## src/rtl/w5500_spi_responder.sv

```systemverilog
// W5500-format SPI slave model: 16-bit address, 8-bit control, then data bytes.
// Holds the common register block and, when W5500_RSP_SOCK0_EN is defined,
// the Socket-0 register block. Every completed write byte is reported on wr_*.
`timescale 1ns/1ps
module w5500_spi_responder #(
  parameter int         COMMON_DEPTH = 64,
  parameter int         SOCK_DEPTH   = 48,
  parameter logic [7:0] VERSION_VAL  = 8'h04
) (
  input  logic        clk,
  input  logic        rstn,
  input  logic        cs,
  input  logic        sck,
  input  logic        din,
  output logic        dout,
  output logic        wr_strobe,
  output logic [4:0]  wr_bsb,
  output logic [15:0] wr_addr,
  output logic [7:0]  wr_data,
  output logic        frame_done,
  output logic        frame_err
);
  localparam int CA_W = (COMMON_DEPTH > 1) ? $clog2(COMMON_DEPTH) : 1;
  localparam int SA_W = (SOCK_DEPTH > 1) ? $clog2(SOCK_DEPTH) : 1;
`ifdef W5500_RSP_SOCK0_EN
  localparam bit SOCK_EN = 1'b1;
`else
  localparam bit SOCK_EN = 1'b0;
`endif

  typedef enum logic [2:0] {S_IDLE, S_ADDR, S_CTRL, S_DATA, S_DRAIN} state_t;
  state_t r_state, w_next;

  logic [1:0]  r_cs_s, r_sck_s, r_din_s;
  logic        r_cs_d, r_sck_d;
  logic [3:0]  r_bit_cnt;
  logic [2:0]  r_byte_cnt;
  logic [14:0] r_shift;
  logic [15:0] r_addr;
  logic [4:0]  r_bsb;
  logic        r_rwb;
  logic [1:0]  r_om;
  logic        r_drain_err;
  logic [7:0]  r_tx;
  logic        r_dout, r_wr_strobe, r_frame_done, r_frame_err;
  logic [4:0]  r_wr_bsb;
  logic [15:0] r_wr_addr;
  logic [7:0]  r_wr_data;
  logic [7:0]  r_common [COMMON_DEPTH];

  logic        w_cs_rise, w_cs_fall, w_sck_rise, w_sck_fall, w_din;
  logic [15:0] w_shift_in;
  logic [7:0]  w_byte, w_rd_byte, w_sock_rd;
  logic [2:0]  w_fixed_n;
  logic        w_fixed_last, w_commit, w_com_ok, w_sock_ok;

  // cs is reset to the "low" value so a frame in flight across reset never
  // produces a falling edge; the responder waits for a genuine high-then-low.
  always_ff @(posedge clk or negedge rstn) begin
    if (!rstn) begin
      r_cs_s  <= 2'b00;
      r_sck_s <= 2'b00;
      r_din_s <= 2'b00;
      r_cs_d  <= 1'b0;
      r_sck_d <= 1'b0;
    end else begin
      r_cs_s  <= {r_cs_s[0], cs};
      r_sck_s <= {r_sck_s[0], sck};
      r_din_s <= {r_din_s[0], din};
      r_cs_d  <= r_cs_s[1];
      r_sck_d <= r_sck_s[1];
    end
  end

  assign w_din      = r_din_s[1];
  assign w_cs_rise  = r_cs_s[1] & ~r_cs_d;
  assign w_cs_fall  = ~r_cs_s[1] & r_cs_d;
  assign w_sck_rise = r_sck_s[1] & ~r_sck_d & ~w_cs_rise;
  assign w_sck_fall = ~r_sck_s[1] & r_sck_d;
  assign w_shift_in = {r_shift, w_din};
  assign w_byte     = w_shift_in[7:0];

  // Fixed-length byte count from the operation mode.
  always_comb begin
    w_fixed_n = 3'd0;
    case (r_om)
      2'b01:   w_fixed_n = 3'd1;
      2'b10:   w_fixed_n = 3'd2;
      2'b11:   w_fixed_n = 3'd4;
      default: w_fixed_n = 3'd0;
    endcase
  end
  assign w_fixed_last = (r_om != 2'b00) && (r_byte_cnt == (w_fixed_n - 3'd1));

  // Block decode for the running address.
  assign w_com_ok  = (r_bsb == 5'd0) && (r_addr != 16'h0039) && (int'(r_addr) < COMMON_DEPTH);
  assign w_sock_ok = SOCK_EN && (r_bsb == 5'd1) && (int'(r_addr) < SOCK_DEPTH);
  assign w_commit  = (r_state == S_DATA) && w_sck_rise && (r_bit_cnt == 4'd7) && r_rwb;

  // FSM state register.
  always_ff @(posedge clk or negedge rstn) begin
    if (!rstn) r_state <= S_IDLE;
    else       r_state <= w_next;
  end

  // FSM next state; cs rising aborts from anywhere.
  always_comb begin
    w_next = r_state;
    if (w_cs_rise) begin
      w_next = S_IDLE;
    end else begin
      case (r_state)
        S_IDLE:  if (w_cs_fall) w_next = S_ADDR;
        S_ADDR:  if (w_sck_rise && r_bit_cnt == 4'd15) w_next = S_CTRL;
        S_CTRL:  if (w_sck_rise && r_bit_cnt == 4'd7) w_next = S_DATA;
        S_DATA:  if (w_sck_rise && r_bit_cnt == 4'd7 && w_fixed_last) w_next = S_DRAIN;
        default: w_next = r_state;
      endcase
    end
  end

  // Shifting, counters, MISO and the strobe/frame outputs.
  always_ff @(posedge clk or negedge rstn) begin
    if (!rstn) begin
      r_bit_cnt    <= '0;
      r_byte_cnt   <= '0;
      r_shift      <= '0;
      r_addr       <= '0;
      r_bsb        <= '0;
      r_rwb        <= 1'b0;
      r_om         <= 2'b00;
      r_drain_err  <= 1'b0;
      r_tx         <= '0;
      r_dout       <= 1'b0;
      r_wr_strobe  <= 1'b0;
      r_wr_bsb     <= '0;
      r_wr_addr    <= '0;
      r_wr_data    <= '0;
      r_frame_done <= 1'b0;
      r_frame_err  <= 1'b0;
    end else begin
      r_wr_strobe  <= 1'b0;
      r_frame_done <= 1'b0;
      r_frame_err  <= 1'b0;
      if (w_cs_rise) begin
        r_dout <= 1'b0;
        if (r_state != S_IDLE) begin
          r_frame_done <= 1'b1;
          r_frame_err  <= (r_state == S_ADDR) || (r_state == S_CTRL) ||
                          ((r_state == S_DATA) && (r_bit_cnt != 4'd0)) || r_drain_err;
        end
      end else begin
        case (r_state)
          S_IDLE: if (w_cs_fall) begin
            r_bit_cnt   <= '0;
            r_drain_err <= 1'b0;
          end
          S_ADDR: if (w_sck_rise) begin
            r_shift <= w_shift_in[14:0];
            if (r_bit_cnt == 4'd15) begin
              r_addr    <= w_shift_in;
              r_bit_cnt <= '0;
            end else begin
              r_bit_cnt <= r_bit_cnt + 4'd1;
            end
          end
          S_CTRL: if (w_sck_rise) begin
            r_shift <= w_shift_in[14:0];
            if (r_bit_cnt == 4'd7) begin
              r_bsb      <= w_byte[7:3];
              r_rwb      <= w_byte[2];
              r_om       <= w_byte[1:0];
              r_bit_cnt  <= '0;
              r_byte_cnt <= '0;
            end else begin
              r_bit_cnt <= r_bit_cnt + 4'd1;
            end
          end
          S_DATA: begin
            if (w_sck_rise) begin
              r_shift <= w_shift_in[14:0];
              if (r_bit_cnt == 4'd7) begin
                r_bit_cnt  <= '0;
                r_byte_cnt <= r_byte_cnt + 3'd1;
                r_addr     <= r_addr + 16'd1;
                if (r_rwb) begin
                  r_wr_strobe <= 1'b1;
                  r_wr_bsb    <= r_bsb;
                  r_wr_addr   <= r_addr;
                  r_wr_data   <= w_byte;
                end
              end else begin
                r_bit_cnt <= r_bit_cnt + 4'd1;
              end
            end
            if (r_rwb) begin
              r_dout <= 1'b0;
            end else if (w_sck_fall) begin
              if (r_bit_cnt == 4'd0) begin
                r_dout <= w_rd_byte[7];
                r_tx   <= {w_rd_byte[6:0], 1'b0};
              end else begin
                r_dout <= r_tx[7];
                r_tx   <= {r_tx[6:0], 1'b0};
              end
            end
          end
          S_DRAIN: begin
            r_dout <= 1'b0;
            if (w_sck_rise) r_drain_err <= 1'b1;
          end
          default: r_dout <= 1'b0;
        endcase
      end
    end
  end

  // Common register storage; VERSION is not stored, it is a constant on read.
  always_ff @(posedge clk or negedge rstn) begin
    if (!rstn) begin
      for (int i = 0; i < COMMON_DEPTH; i++) r_common[i] <= 8'h00;
    end else if (w_commit && w_com_ok) begin
      r_common[r_addr[CA_W-1:0]] <= w_byte;
    end
  end

`ifdef W5500_RSP_SOCK0_EN
  logic [7:0] r_sock [SOCK_DEPTH];
  // Socket-0 register storage.
  always_ff @(posedge clk or negedge rstn) begin
    if (!rstn) begin
      for (int i = 0; i < SOCK_DEPTH; i++) r_sock[i] <= 8'h00;
    end else if (w_commit && w_sock_ok) begin
      r_sock[r_addr[SA_W-1:0]] <= w_byte;
    end
  end
  assign w_sock_rd = r_sock[r_addr[SA_W-1:0]];
`else
  assign w_sock_rd = 8'h00;
`endif

  // Read mux for the byte starting at the running address.
  always_comb begin
    w_rd_byte = 8'h00;
    if (r_bsb == 5'd0) begin
      if (r_addr == 16'h0039)                 w_rd_byte = VERSION_VAL;
      else if (int'(r_addr) < COMMON_DEPTH)   w_rd_byte = r_common[r_addr[CA_W-1:0]];
    end else if (w_sock_ok) begin
      w_rd_byte = w_sock_rd;
    end
  end

  assign dout       = r_dout;
  assign wr_strobe  = r_wr_strobe;
  assign wr_bsb     = r_wr_bsb;
  assign wr_addr    = r_wr_addr;
  assign wr_data    = r_wr_data;
  assign frame_done = r_frame_done;
  assign frame_err  = r_frame_err;
endmodule

```

## config.mk

```make
export PLATFORM = sky130hd
export DESIGN_NAME = w5500_spi_responder
export DESIGN_NICKNAME = d
export VERILOG_FILES = /design/src/rtl/w5500_spi_responder.sv
export SDC_FILE = /design/constraint.sdc
export NUM_CORES = 1
export LEC_CHECK = 0
export BUFFER_PORTS_ARGS = -buffer_cell sky130_fd_sc_hd__buf_2
export CORE_ASPECT_RATIO = 1.5
export CORE_MARGIN = 5
export CORE_UTILIZATION = 60
export CTS_CLUSTER_SIZE = 25
export DETAILED_ROUTE_END_ITERATION = 10
export PLACE_DENSITY_LB_ADDON = 0.1
export SLEW_MARGIN = 30
export SYNTH_ARGS = -nofsm -noshare
export SYNTH_HDL_FRONTEND = slang
export SYNTH_SLANG_ARGS = --single-unit
```

## constraint.sdc

```tcl
create_clock -name clk -period 5.25 [get_ports clk]
set_clock_uncertainty 0.1 [all_clocks]
set_input_delay 0.2625 -clock clk [delete_from_list [all_inputs] [get_ports clk]]
set_output_delay 0.2625 -clock clk [all_outputs]
set_load 0.1 [all_outputs]
```

==> metrics.yaml, run 1 <==
status:
  status: "complete, no violations"
floorplan:
  row_count: 97
  die-area_um2: 51310
  die_w_um: 186.6
  core_region_area_um2: 46480
  die_height_um: 274.9
  start_util_pct: 60.40
  io_pins: 38
final_layout:
  final_cells: 2717
  finish.utilization_pct: 66.39
  layout_commonest_cell: "mux2_2"
  syn_to_final_growth_pct: 9.925
  design_area_um2: 30860
  mostFrequentLayoutCells: "607 x mux2_2, 599 x dfrtp_1, 73 x nand2_1"
  drive_gt1_share_pct: 44.04
  nNetsFinal: 2093
  antenna_cells: 0
sta:
  hold_viol: 0
  finalSetupTns_ns: 0
  setup_viol: 0
  finalMaxSlewViolations: 0
  fmax_ghz: 0.2358
  fin_ws_ns: 1.009
  max-slew-margin-rel_pct: 29.19
  layout_min_cycle_time_ns: 4.241
  rsz0062_at_grt: "no"
  tightestPinTransition_ns: 1.058
  fin_crit_sh_pct: 80.78
pwr:
  max-vdd-ir-drop_v: 0.0005902
  p_comb_share_pct: 17.6
  switching_power_mw: 3.502
  switching_share_pct: 31.32
  seqPwrFrac_pct: 45.1
  p_leak_nw: 14.50
  p_per_area_nw_per_um2: 362.3
  clockPowerShare_pct: 37.3
  p_int_mw: 7.680
clock_tree:
  clk_latency_ns: 0.59
  cts_resized: 0
  cts_tree: "done"
  clock_path_buffers: 3
  h-tree-depth: 2
  root_buffer: "clkbuf_16"
  cts.sinks: 610
  clk_pin_slew_ns: 0.06
  cts_buffers: 57
  post-cts-setup-buffers: 0
logic_synthesis:
  syn-cell-area_um2: 28070
  yosysSeqAreaShare_pct: 54.37
  synth_cells: 2086
  ys_ff_latch: 610
  synth-main-ff-cell: "dfrtp_1"
  ys_async_sr_fraction_pct: 100.0
  avgSynthCellArea_um2: 13.46
  ys_warn_count: 0
  syn-num-nets: 2101
  ys_types: 73
  synth_edf_count: 0
placed_design:
  place.gp.congestion: 0.9177
  detailedPlacementHpwl_mm: 49.00
  dpl_cell_area_um2: 28890
  place_worst_setup_slack_ns: 1.078
  numPortBuffers: 37
  dpl.cell_count: 2608
setup_path:
  rr_startpoint: "r_state[1]$_DFFE_PN0P_"
  startpoint_type: "flop"
  worstPathMaxFanout: 36
  crit_start: "r_state[1]$_DFFE_PN0P_"
  critPathKind: "reg2reg"
  arrival_ns: 4.62
  cp.required_ns: 5.63
  crit_path_end_kind: "flop"
route:
  vias: 18094
  via_per_inst: 6.660
  drt_iter0_markers: 1373
  wl_mm: 77.28
  drc: 0
  drt-wirelength-per-cell_um: 28.44
  ant_nets: 0
  drt_pre_antenna_iters: 7
run:
  cap_violations: 0
grt:
  grt.overflow.total: 0
  grt_pass1_wl_mm: 119.3
  antenna_found_initial: 0
  grt_usage_pct: 30.05
  grt_max_degree: 119
  grt_pass1_vias: 18953
min_path:
  hp-class: "in2async"
==> kinds of logic (layout without fill, tap and decap cells) <==
kind of cell | count (synthesis) | count (layout) | share of synthesized area [%]
AND/OR/NAND/NOR | 294 | 294 | 5.696
AO/OA/AOI/OAI | 304 | 304 | 7.456
flip-flops | 610 | 610 | 54.37
adder cells (fa/ha/maj) | 10 | 10 | 0.4457
buffers and inverters | 173 | 210 | 2.380
XOR/XNOR | 4 | 4 | 0.1248
multiplexers | 691 | 691 | 29.53
==> power groups by stage <==
stage / Clock [mW] / Sequential (mW) / Combinational, mW
6_report: 4.17 / 5.05 / 1.97
3_5_place_dp: 0 / 5.12 / 1.93
2_1_floorplan: 0 / 4.99 / 1.18
5_1_grt: 4.41 / 5.05 / 2.06
3_3_place_gp: 0 / 5.11 / 1.90
4_1_cts: 4.23 / 5.04 / 1.94
==> worst paths after layout <==
check / end / slack, ns / cells after the start
setup reg to reg: r_common[418]$_DFFE_PN0P_ / 1.01 / 7
max in group asynchronous: r_common[317]$_DFFE_PN0P_ / 3.60 / 4
hold / removal: wr_data[5]$_DFFE_PN0P_ / 0.09 / 2
setup / recovery: r_common[418]$_DFFE_PN0P_ / 1.01 / 7
hold reg to reg: r_din_s[1]$_DFF_PN0_ / 0.25 / 0
min in group clk: r_din_s[0]$_DFF_PN0_ / 0.21 / 2
==> registers in the layout (all words and copies together) (netlist names), 3 cells and up <==
name / flops
r_bit_cnt: 4
r_shift: 15
r_addr: 16
r_bsb: 5
r_byte_cnt: 3
r_state: 3
wr_bsb: 5
r_common: 512
wr_addr: 16
wr_data: 8
r_tx: 7
==> cell type report <==
cell class                      count  area (um^2)
Timing Repair Buffer               90        698.2
Fill cell                        3402        15620
Clock inverter                     12        92.59
Inverter                           16        60.06
Tap cell                          594        743.2
Multi-Input combinational cell   1303        12170
Sequential cell                   610        15290
Clock buffer                       92         1810
==> worst max-delay path, stage by stage (launching register included) <==
cell,delay (ns)
dfrtp_1,0.60
nand3b_1,0.49
or4_4,0.94
nor3_4,0.54
nand3_2,0.31
buf_4,0.28
nor2_2,0.45
mux2_2,0.40
==> metal layers <==
| layer | vias up | GRT usage [%] | routed length (um) |
|---|---|---|---|
| met5 | - | 0 | 0 |
| li1 | 7692 | - | - |
| met2 | 719 | 51.00 | 38620 |
| met1 | 9454 | 38.33 | 29510 |
| met4 | 0 | 14.16 | 4321 |
| met3 | 229 | 4.570 | 4825 |
==> per-stage QoR <==
stage               hold WS (ns)  power [mW]
floorplan                -0.1331       6.171
global placement          0.2335       7.006
detailed placement        0.2419       7.049
CTS                       0.1836       11.20
global route              0.1282       11.53
finish                   0.08671       11.18
==> synth_stat cells (all sizes together), types with 3 or more instances <==
master,number,area (um^2)
or3b,3,28.78
mux2,607,6835
nand2,79,311.6
nor4,9,56.30
o31ai,3,22.52
a22oi,40,300.3
a22o,6,52.55
o2bb2ai,5,43.79
o22ai,17,106.4
nor2b,8,50.05
nand3,22,127.6
a32oi,5,43.79
nor2,105,579.3
mux4,49,1104
a221oi,44,385.4
o21ai,59,295.3
nand2b,3,18.77
and3,12,75.07
clkbuf,129,484.2
a2111oi,3,26.28
and2,8,50.05
nand3b,4,30.03
inv,14,52.55
o32ai,3,26.28
a221o,15,150.1
ha,10,125.1
dfrtp,610,15260
a31oi,13,81.33
nor3b,6,45.04
buf,28,123.9
xnor2,3,26.28
o211ai,3,22.52
nor3,20,111.4
or2,3,18.77
mux2i,35,350.3
a21oi,64,320.3
==> what timing repair did <==
item,in CTS,in global routing
hold endpoints to repair,114,0
setup endpoints to repair,0,0
hold buffers,4,0
(Power assumes the default switching activity.)
==> inputs of run 2 (changes only) <==
clock period = 4.4 ns   (was 5.25 ns; I/O delays follow)
==> run 2 against run 1 <==
  * Critical path type unchanged
  * Largest cell class unchanged
  * Total power is 22% higher
  * Utilization increased by 0.71 points
  * Sequential power grew 22%
==> metrics.yaml, run 2 (synthesis results as in run 1) <==
status:
  status: "complete, no violations"
final_layout:
  syn_to_final_growth_pct: 11.11
  nNetsFinal: 2120  # +1.3%
  antenna_cells: 0  # unchanged
  drive_gt1_share_pct: 44.71  # +0.67 points
  fillers: 3335  # -2.0%
  final_cells: 2748  # +1.1%
  design_area_um2: 31190  # +1.1%
  finish.utilization_pct: 67.10  # +0.71 points
  multiInputGateArea_um2: 12160  # about the same
  top_register: "r_common"
  largest_reg_flops: 512  # unchanged
  mostFrequentLayoutCells: "607 x mux2_2, 599 x dfrtp_1, 73 x nand2_1"
  regArea_um2: 15290  # unchanged
  layout_commonest_cell: "mux2_2"
pwr:
  p_per_area_nw_per_um2: 438.9  # +21%
  p_leak_nw: 14.71  # +1.4%
  max-vdd-ir-drop_v: 0.0003625  # -39%
  total_power_mw: 13.69  # +22%
clock_tree:
  h-tree-depth: 2  # unchanged
  clk_latency_ns: 0.60  # about the same
  clk_pin_slew_ns: 0.06  # about the same
  cts_resized: 0  # unchanged
  cts_tree: "done"
  root_buffer: "clkbuf_16"
  cts_buffers: 58  # +1.8%
  cts.sinks: 610  # unchanged
  clock_path_buffers: 3  # unchanged
route:
  drt_pre_antenna_iters: 7  # unchanged
  wl_mm: 79.16  # +2.4%
  via_per_inst: 6.722  # +0.94%
  ant_nets: 0  # unchanged
  vias: 18472  # +2.1%
  drt-wirelength-per-cell_um: 28.80  # +1.3%
  drc: 0  # unchanged
  drt_iter0_markers: 1750  # +27%
setup_path:
  critPathKind: "reg2reg"
  crit_chain: "ha_1, or3b_4, or4_4, nor3_4, nand2_2, nor2_2, mux2_2"
  crit_path_top_delay_cell: "nor2_2"
  crit_path_end_kind: "flop"
  worstPathMaxFanout: 8  # -78%
  arrival_ns: 4.08  # -0.54 ns
  slowest_delay_ns: 0.58  # -0.36 ns
  cp.required_ns: 4.78  # -0.85 ns
  startpoint_type: "flop"
sta:
  rsz0062_at_grt: "no"
  hold_viol: 0  # unchanged
  tightestPinTransition_ns: 1.071  # +0.01242 ns
  finalMaxSlewViolations: 0  # unchanged
  fin_crit_sh_pct: 84.20  # +3.4 points
  layout_min_cycle_time_ns: 3.705  # -0.5365 ns
  whs_ns: 0.01839  # -0.06833 ns
  fin_ws_ns: 0.6954  # -0.3135 ns
  max-slew-margin-rel_pct: 28.47  # -0.72 points
  finalSetupTns_ns: 0  # unchanged
  setup_viol: 0  # unchanged
  fmax_ghz: 0.2699  # +14%
min_path:
  hp-class: "in2async"
floorplan:
  die_height_um: 274.9  # unchanged
  core_region_area_um2: 46480  # unchanged
  die_w_um: 186.6  # unchanged
  row_count: 97  # unchanged
  start_util_pct: 60.40  # unchanged
  die-area_um2: 51310  # unchanged
  io_pins: 38  # unchanged
placed_design:
  numPortBuffers: 37  # unchanged
  place_worst_setup_slack_ns: 0.7204  # -0.3577 ns
  dpl.cell_count: 2634  # +1.0%
  place.gp.congestion: 0.9159  # -0.20%
  dpl_cell_area_um2: 29120  # +0.78%
  detailedPlacementHpwl_mm: 51.27  # +4.6%
grt:
  grt_pass1_vias: 19204  # +1.3%
  antenna_found_initial: 0  # unchanged
  grt_pass1_wl_mm: 121.7  # +2.1%
  grt.overflow.total: 0  # unchanged
  grt_usage_pct: 30.76  # +0.71 points
  grt_max_degree: 102  # -14%
run:
  cap_violations: 0  # unchanged
[run 2: path summary, 6_finish.rpt]
check,cells past startpoint,to,slack [ns],start
worst max-delay path,7,r_common[319]$_DFFE_PN0P_,0.70,r_cs_s[1]$_DFF_PN0_
worst min-delay path,2,wr_data[1]$_DFFE_PN0P_,0.02,rstn
worst max register to register,7,r_common[319]$_DFFE_PN0P_,0.70,r_cs_s[1]$_DFF_PN0_
worst min register to register,0,r_din_s[1]$_DFF_PN0_,0.25,r_din_s[0]$_DFF_PN0_
max in group asynchronous,4,r_common[64]$_DFFE_PN0P_,2.90,rstn
min in group clk,2,r_din_s[0]$_DFF_PN0_,0.16,din
[run 2: layout make-up]
class	count	area share (%)
clock buffer	91	5.832
clock inverter	18	0.6097
inverter	16	0.1925
multi-input combinational	1303	38.99
sequential	610	49.01
tap	594	2.383
timing repair buffer	116	2.984
[run 2: report_power, final]
part,total [mW],internal [mW],switching [mW]
Combinational,2.32,0.620,1.70
Sequential,6.15,5.73,0.411
Clock,5.22,3.06,2.16
[run 2: per-layer routing]
layer	vias to the layer above	wire length (um)	share of wire, %	track usage [%]
met5	-	0	0	0
met4	0	4798	6.1	15.46
met3	272	5028	6.4	4.773
met2	774	38750	49	51.12
met1	9681	30580	39	39.72
li1	7745	-	-	-
[run 2: worst max-delay path: cells and delay by family, from the launching register on]
| family | cells | cell delay, ns |
|---|---|---|
| simple gates | 5 | 2.43 |
| flops | 1 | 0.41 |
| mux | 1 | 0.41 |
| fa+ha+maj | 1 | 0.22 |
[run 2: repair_timing]
item / CTS / global route
hold buffers: 4 / 0
endpoints found under the hold margin: 95 / 0
setup endpoints to repair: 0 / 0
setup buffers: 0 / 0
==> inputs of run 3 (changes only) <==
CORE_UTILIZATION = 57   (was 60)
clock period = 3 ns   (was 4.4 ns; I/O delays follow)
==> run 3 against run 2 <==
  * The flow now finishes with violations (negative setup slack)
  * Utilization increased by 2.6 points
  * Die area rose by 5.0%
  * Cell count is 8.4% higher
  * Maximum frequency grew 23%
  * Critical endpoint is now r_common[62]$_DFFE_PN0P_
  * Highest routed layer unchanged
==> metrics.yaml, run 3 (synthesis results as in run 1) <==
floorplan:
  start_util_pct: 57.67  # -2.7 points
  row_count: 99  # +2.1%
  io_pins: 38  # unchanged
  die-area_um2: 53880  # +5.0%
  die_w_um: 191.2  # +2.5%
  die_height_um: 281.8  # +2.5%
  core_region_area_um2: 48680  # +4.7%
pwr:
  max-vdd-ir-drop_v: 0.0004979  # +37%
  seqPwrFrac_pct: 45.1  # +0.2 points
  clockPowerShare_pct: 35.7  # -2.4 points
  switching_share_pct: 31.95  # +0.71 points
  p_per_area_nw_per_um2: 593.1  # +35%
  p_leak_nw: 15.89  # +8.1%
  p_comb_share_pct: 19.2  # +2.2 points
  p_int_mw: 13.70  # +46%
  switching_power_mw: 6.433  # +50%
route:
  drt_iter0_markers: 1412  # -19%
  drt_pre_antenna_iters: 5  # -2
  drc: 0  # unchanged
  via_per_inst: 6.410  # -4.6%
  drt-wirelength-per-cell_um: 27.97  # -2.9%
  ant_nets: 0  # unchanged
  vias: 19088  # +3.3%
  wl_mm: 83.31  # +5.2%
grt:
  grt_max_degree: 97  # -4.9%
  antenna_found_initial: 0  # unchanged
  grt_pass1_vias: 20199  # +5.2%
  grt.overflow.total: 0  # unchanged
  grt_pass1_wl_mm: 127.0  # +4.4%
  grt_usage_pct: 31.20  # +0.44 points
clock_tree:
  clk_latency_ns: 0.60  # about the same
  cts_tree: "done"
  clk_pin_slew_ns: 0.06  # about the same
  root_buffer: "clkbuf_16"
  cts_buffers: 57  # -1.7%
  cts.sinks: 610  # unchanged
  clock_path_buffers: 3  # unchanged
  h-tree-depth: 2  # unchanged
setup_path:
  cp.required_ns: 3.39  # -1.39 ns
  r2r_cells: 10  # +3
  startpoint_type: "flop"
  crit_top_cell: "buf_12"
  worstPathMaxFanout: 8  # unchanged
  slowest_delay_ns: 0.52  # -0.06 ns
  rr_startpoint: "r_cs_s[1]$_DFF_PN0_"
  crit_path_top_delay_cell: "or4_4"
  arrival_ns: 3.40  # -0.68 ns
  crit_path_end_kind: "flop"
  critPathKind: "reg2reg"
  crit_chain: "ha_2, or3b_4, or4_4, nor3_4, buf_12, nand2_4, buf_4, nor2_2, buf_12, mux2_2"
  crit_start: "r_cs_s[1]$_DFF_PN0_"
sta:
  fmax_ghz: 0.3317  # +23%
  setup_viol: 24  # +24
  hold_viol: 0  # unchanged
  fin_crit_sh_pct: 100.5  # +16 points
  max-slew-margin-rel_pct: 33.90  # +5.4 points
  whs_ns: 0.02659  # +0.008206 ns
  tightestPinTransition_ns: 0.9916  # -0.07910 ns
  rsz0062_at_grt: "yes"
  finalMaxSlewViolations: 0  # unchanged
  layout_min_cycle_time_ns: 3.014  # -0.6902 ns
  fin_ws_ns: -0.01441  # -0.7098 ns
placed_design:
  dpl_cell_area_um2: 31580  # +8.5%
  place.gp.congestion: 0.9281  # +1.3%
  numPortBuffers: 37  # unchanged
  detailedPlacementHpwl_mm: 56.37  # +9.9%
final_layout:
  drive_gt1_share_pct: 48.73  # +4.0 points
  top_register: "r_common"
  design_area_um2: 33950  # +8.8%
  fillers: 3434  # +3.0%
  largest_reg_flops: 512  # unchanged
  syn_to_final_growth_pct: 20.93
  layout_commonest_cell: "dfrtp_1"
  nNetsFinal: 2292  # +8.1%
  finish.utilization_pct: 69.74  # +2.6 points
  mostFrequentLayoutCells: "599 x dfrtp_1, 530 x mux2_2, 146 x buf_4"
min_path:
  hp-class: "in2async"
run:
  cap_violations: 0  # unchanged
status:
  status: "complete, but fails checks"
  violations: "negative setup slack"
[run 3: routing by layer]
metal | vias to the layer above | share of wire [%] | global-route usage (%)
met4 | 0 | 5.4 | 14.17
met3 | 225 | 5.1 | 4.124
met1 | 10074 | 38 | 38.94
li1 | 8114 | - | -
met2 | 675 | 51 | 54.32
met5 | - | 0 | 0
[run 3: cell type report]
cell class              count  area (um^2)  share of cell area, %
flip-flops and latches    610        15290                  45.02
multi-input cells        1303        12680                  37.36
repair buffers            289         3268                  9.626
clock buffers              87         1689                  4.975
well taps                 656        820.8                  2.418
clock inverters            16        141.4                 0.4164
inverters                  16        60.06                 0.1769
diodes                      1        2.502               0.007371
[run 3: final timing paths]
kind | to | slack, ns
min in group clk | r_din_s[0]$_DFF_PN0_ | 0.10
worst min-delay path | r_bsb[0]$_DFFE_PN0P_ | 0.03
worst max register to register | r_common[62]$_DFFE_PN0P_ | -0.01
max in group asynchronous | r_common[324]$_DFFE_PN0P_ | 1.83
worst min register to register | r_din_s[1]$_DFF_PN0_ | 0.25
worst max-delay path | r_common[62]$_DFFE_PN0P_ | -0.01
[run 3: through the flow]
stage / setup WS [ns] / setup TNS [ns] / total power [mW] / instances
CTS: -0.01086 / -0.05595 / 20.13 / 2969
floorplan: -0.2746 / -137.57 / 10.82 / 2086
global route: -0.07681 / -5.581 / 20.78 / 2977
detailed placement: -0.1687 / -22.29 / 12.95 / 2861
global placement: -0.1699 / -20.37 / 12.90 / 2861
finish: -0.01441 / -0.1755 / 20.14 / 2978
[run 3: power groups by stage]
stage | sequential [mW] | clock (mW) | combinational [mW]
floorplan | 8.74 | 0 | 2.08
global placement | 9.21 | 0 | 3.69
detailed placement | 9.22 | 0 | 3.73
CTS | 9.07 | 7.29 | 3.77
global route | 9.11 | 7.63 | 4.05
finish | 9.09 | 7.18 | 3.87
[run 3: worst max-delay path: cells and delay by family (launching register included)]
kind / cells / cell delay [ns]
and+or+nand+nor: 5 / 1.34
buffers and inverters: 3 / 0.54
DFF: 1 / 0.40
muxes: 1 / 0.33
adders and majority gates: 1 / 0.18
[run 3: what timing repair did]
action	in CTS	in global routing
resized for setup	18	79
cloned	0	0
setup endpoints to repair	283	380
setup buffers	1	8
hold buffers	4	0
endpoints found under the hold margin	373	0
pin swaps	2	4
